## src/rtl/fetch_unit_pkg.sv

```systemverilog
// fetch_unit_pkg: processor-wide definitions shared by the fetch unit and the control unit.
package fetch_unit_pkg;

    typedef enum logic [2:0] {
        S_IDLE,
        S_ADDR,
        S_WAIT,
        S_LATCH,
        S_DONE,
        S_HALTED
    } fetch_state_t;

    localparam logic [7:0] DEFAULT_HALT_OP = 8'hFF;

    // Instruction word layout: opcode in the upper byte, operand in the lower byte.
    localparam int OPC_MSB = 15;
    localparam int OPC_LSB = 8;
    localparam int OPR_MSB = 7;
    localparam int OPR_LSB = 0;

    localparam logic [7:0] OP_NOP   = 8'h00;
    localparam logic [7:0] OP_LOAD  = 8'h01;
    localparam logic [7:0] OP_STORE = 8'h02;
    localparam logic [7:0] OP_ADD   = 8'h03;
    localparam logic [7:0] OP_SUB   = 8'h04;
    localparam logic [7:0] OP_JMP   = 8'h10;
    localparam logic [7:0] OP_JZ    = 8'h11;

    function automatic logic [7:0] opcode_of(input logic [15:0] word);
        return word[OPC_MSB:OPC_LSB];
    endfunction

    function automatic logic [7:0] operand_of(input logic [15:0] word);
        return word[OPR_MSB:OPR_LSB];
    endfunction

endpackage

```

## src/rtl/fetch_unit.sv

```systemverilog
// fetch_unit: instruction fetch FSM with configurable ROM latency, IR register and PC control pulses.
// All outputs are registered and asserted on entry to the state they belong to.
module fetch_unit
    import fetch_unit_pkg::*;
#(
    parameter int         IMEM_LAT = 1,
    parameter logic [7:0] HALT_OP  = DEFAULT_HALT_OP
) (
    input  logic        clk,
    input  logic        rst,
    input  logic        fetch_req,
    input  logic        jump,
    input  logic [7:0]  pc_in,
    input  logic [15:0] imem_data,
    output logic [7:0]  imem_addr,
    output logic        imem_en,
    output logic        pc_inc,
    output logic        pc_load,
    output logic [7:0]  ir_opcode,
    output logic [7:0]  ir_operand,
    output logic        fetch_done,
    output logic        busy,
    output logic        halted
);

    fetch_state_t state;
    logic [1:0]   cnt;

    always_ff @(posedge clk or posedge rst) begin
        if (rst) begin
            state      <= S_IDLE;
            cnt        <= '0;
            imem_addr  <= '0;
            imem_en    <= 1'b0;
            pc_inc     <= 1'b0;
            pc_load    <= 1'b0;
            ir_opcode  <= '0;
            ir_operand <= '0;
            fetch_done <= 1'b0;
            busy       <= 1'b0;
            halted     <= 1'b0;
        end else begin
            imem_en    <= 1'b0;
            pc_inc     <= 1'b0;
            pc_load    <= 1'b0;
            fetch_done <= 1'b0;
            case (state)
                S_IDLE: begin
                    if (jump) begin
                        pc_load <= 1'b1;
                    end else if (fetch_req) begin
                        state     <= S_ADDR;
                        imem_addr <= pc_in;
                        imem_en   <= 1'b1;
                        busy      <= 1'b1;
                    end
                end
                S_ADDR: begin
                    state <= S_WAIT;
                    cnt   <= 2'(IMEM_LAT - 1);
                end
                // Data is captured on the edge leaving WAIT, IMEM_LAT cycles after the strobe.
                S_WAIT: begin
                    if (cnt == 2'd0) begin
                        state      <= S_LATCH;
                        ir_opcode  <= opcode_of(imem_data);
                        ir_operand <= operand_of(imem_data);
                        pc_inc     <= 1'b1;
                    end else begin
                        cnt <= cnt - 2'd1;
                    end
                end
                S_LATCH: begin
                    state      <= S_DONE;
                    fetch_done <= 1'b1;
                end
                S_DONE: begin
                    busy   <= 1'b0;
                    state  <= (ir_opcode == HALT_OP) ? S_HALTED : S_IDLE;
                    halted <= (ir_opcode == HALT_OP);
                end
                S_HALTED: state <= S_HALTED;
                default:  state <= S_IDLE;
            endcase
        end
    end

endmodule

```

## config.mk

```make
export PLATFORM = sky130hd
export DESIGN_NAME = fetch_unit
export DESIGN_NICKNAME = d
export VERILOG_FILES = /design/src/rtl/fetch_unit_pkg.sv /design/src/rtl/fetch_unit.sv
export SDC_FILE = /design/constraint.sdc
export NUM_CORES = 1
export LEC_CHECK = 0
export BUFFER_PORTS_ARGS = -buffer_cell sky130_fd_sc_hd__buf_2
export CAP_MARGIN = 20
export CORE_ASPECT_RATIO = 1.5
export CORE_UTILIZATION = 35
export DETAILED_ROUTE_END_ITERATION = 6
export GPL_ROUTABILITY_DRIVEN = 0
export SLEW_MARGIN = 25
export SYNTH_ARGS = -nofsm -noshare
export SYNTH_HDL_FRONTEND = slang
export SYNTH_SLANG_ARGS = --single-unit
```

## constraint.sdc

```tcl
create_clock -name clk -period 2.15 [get_ports clk]
set_clock_uncertainty 0.15 [all_clocks]
set_input_delay 0.43 -clock clk [delete_from_list [all_inputs] [get_ports clk]]
set_output_delay 0.43 -clock clk [all_outputs]
set_load 0.02 [all_outputs]
```

==> key figures <==
Status
  • Status: complete, no violations

Synth
  • Mapped Cells: 98
  • Syn. warnings: 0
  • Cell variety after synth: 27
  • Count leader, synth: dfrtp_1
  • Synthesized Nets: 127
  • Cell accounting for the most synthesized area: dfrtp_1
  • Mapped cell area: 0.00150 sq mm
  • Ranking of synthesized cells by area: dfrtp_1, mux2_4, mux2_2
  • Synth top cells by count: dfrtp_1, mux2_4, mux2_2
  • FFs w/ async S/R, synth: 100%
  • Synth Flop Type: dfrtp_1
  • Yosys top cell area share: 58.4%
  • EDFF count, synth: 0
  • Sequential area share after synthesis: 58.4%
  • Avg Inst Size Synth: 15.3 sq um
  • Synthesis-stage register bit count: 35

Setup path
  • Crit Reg-Reg Endpoint: ir_operand[6]
  • Crit end category: flip-flop
  • Worst Path Buf+Inv: 2
  • CP Launch Type: flip-flop
  • CP peak stage delay: 410 ps
  • CP max-delay cell: dfrtp_1
  • Critical Path AT: 1850 ps
  • Delay-heaviest family, CP: flip-flops
  • Critical Path RT: 2170 ps
  • Worst r2r src: cnt[0]
  • Crit path from: cnt[0]
  • CP cell instances: inv_1 > ha_1 > nand2_4 > nor3_4 > buf_4 > mux2_2
  • Worst-path fanout max: 18
  • Class of the most critical setup path: flip-flop to flip-flop
  • R2R setup slack: 320 ps
  • R2r worst-path depth: 6

Cells and area
  • Share of cells above drive strength 1: 58.5%
  • Final Net Count: 192
  • Multi-input gate area: 558 sq um
  • Fin cells: 209
  • Register area: 876 sq um
  • # fillers: 354
  • # diodes: 0
  • Area growth syn-to-layout: 28.4%

Clock network
  • Maximum root-to-sink buffer count: 2
  • Clock transition at path regs: 60 ps
  • Clk Latency, worst-skew pair: 280 ps
  • Postcts setup bufs: 0
  • Post-CTS resize count: 0
  • CTS Sinks: 35
  • TritonCTS clock tree: done
  • CTS Hold Bufs: 0
  • Num CTS Buffers: 5
  • Root buf cell: clkbuf_8
  • H-tree Lvls: 2

Detailed routing
  • Drt drc: 0
  • Total Wirelength: 2850 um
  • Post-route ant nets: 0
  • Via count: 1012
  • DR iter-0 viols: 28
  • Via density: 4.84
  • DRT Pass-1 Iters: 3
  • Per-cell routed wire length: 13.6 um

STA
  • Hold Vio Cnt, Final: 0
  • Worst relative slew slack: 66.6%
  • Worst-margin pin slew: 501 ps
  • RSZ-0062 raised after global routing: no
  • Period utilisation layout: 85.2%
  • Hold WS: 15.2 ps
  • Peak Freq: 546 MHz
  • Count of final setup violators: 0
  • Max Slew Vio Count: 0
  • Period minus WS final: 1830 ps
  • Setup TNS: 0 ps

Power and ir drop
  • Pwr dens: 1600 mW/mm^2
  • Leak: 0.000983 uW
  • Peak supply drop: 0.000778 V
  • Overall power: 3080 uW

GRT
  • Total track usage: 13.5%
  • First-pass GRT wire length: 4670 um
  • Largest net degree at the start of global routing: 25
  • Antenna violations before repair: 0
  • Vias in the first global route: 1017
  • Global route total overflow: 0

Min path
  • Hold WC Path Type: primary input to asynchronous set/reset pin

Placement
  • HPWL after DPL: 2140 um
  • DP Cell Count: 201
  • Port-buffer cells: 57

Floorplanning
  • Die height: 82.2 um
  • Initial core utilization: 37.2%
  • Die ar.: 0.00456 sq mm
  • FP Rows: 28
  • Core ar.: 0.00403 sq mm
  • Boundary Pins: 58
  • Die span in x: 55.5 um

Job
  • Max-Cap Viols: 0
## metrics by stage
step	setup WS, ps	utilization, %	cell area (sq um)
5_1_grt	234	47.8	1930
2_1_floorplan	342	-	1500
3_3_place_gp	384	45.8	1840
3_5_place_dp	320	45.8	1840
4_1_cts	318	47.8	1930
6_report	318	47.8	1930
## kinds of logic (layout without fill, tap and decap cells)
group | after synthesis | count (layout) | share of synthesized area [%]
multiplexers | 25 | 25 | 22.8
flip-flops | 35 | 35 | 58.4
AO/OA/AOI/OAI | 10 | 10 | 5.09
AND/OR/NAND/NOR | 17 | 17 | 7.34
buffers and inverters | 8 | 74 | 4.42
XOR/XNOR | 2 | 2 | 1.17
adder cells (fa/ha/maj) | 1 | 1 | 0.834
## area by class of cell
class / instances / share of cell area, %
Multi-Input combinational cell: 55 / 29.0
Clock buffer: 7 / 3.96
Timing Repair Buffer: 63 / 17.8
Tap cell: 45 / 2.92
Clock inverter: 1 / 0.260
Sequential cell: 35 / 45.5
Inverter: 3 / 0.585
## report_power, final
part	internal, uW	leakage, uW	switching, uW	total [uW]
sequential	961	0.000427	174	1140
combinational	728	0.000513	778	1510
clock	227	0.0000422	209	436
total	1920	0.000983	1160	3080
## layer usage
metal	track usage (%)	part of all wire [%]	vias up
li1	-	-	469
met1	16.0	41	498
met2	22.3	51	40
met3	4.67	6.3	5
met4	6.00	1.4	0
met5	0	0	-
## cell usage in the layout, fill, tap and decap left out, drive strengths merged, types with 2 or more instances in the layout
cell type,count
buf,63
dfrtp,35
mux2,25
clkbuf,7
nor2b,3
a22o,3
nor2,3
inv,3
nand2,3
o21bai,2
and2,2
nand4,2
a21oi,2
nor3,2
## worst reg2reg max path, cell delays in order, from the launching register on
cell and delay (ps):
dfrtp_1 410, inv_1 80, ha_1 260, nand2_4 70, nor3_4 100, buf_4 290, mux2_2 370
## state kept, by name (all words and copies together), names as in the netlist
name and flops:
imem_en 1, busy 1, halted 1, ir_operand 8, fetch_done 1, cnt 2, pc_inc 1, pc_load 1
state 3, ir_opcode 8, imem_addr 8
## worst max path at each step
stage,endpoint,depth (start not counted)
global route,ir_opcode[0],6
CTS,ir_opcode[0],6
floorplan,ir_opcode[5],6
detailed placement,ir_operand[6],6
finish,ir_operand[6],6
global placement,ir_operand[7],6
Power figures use the tool's default switching activity.
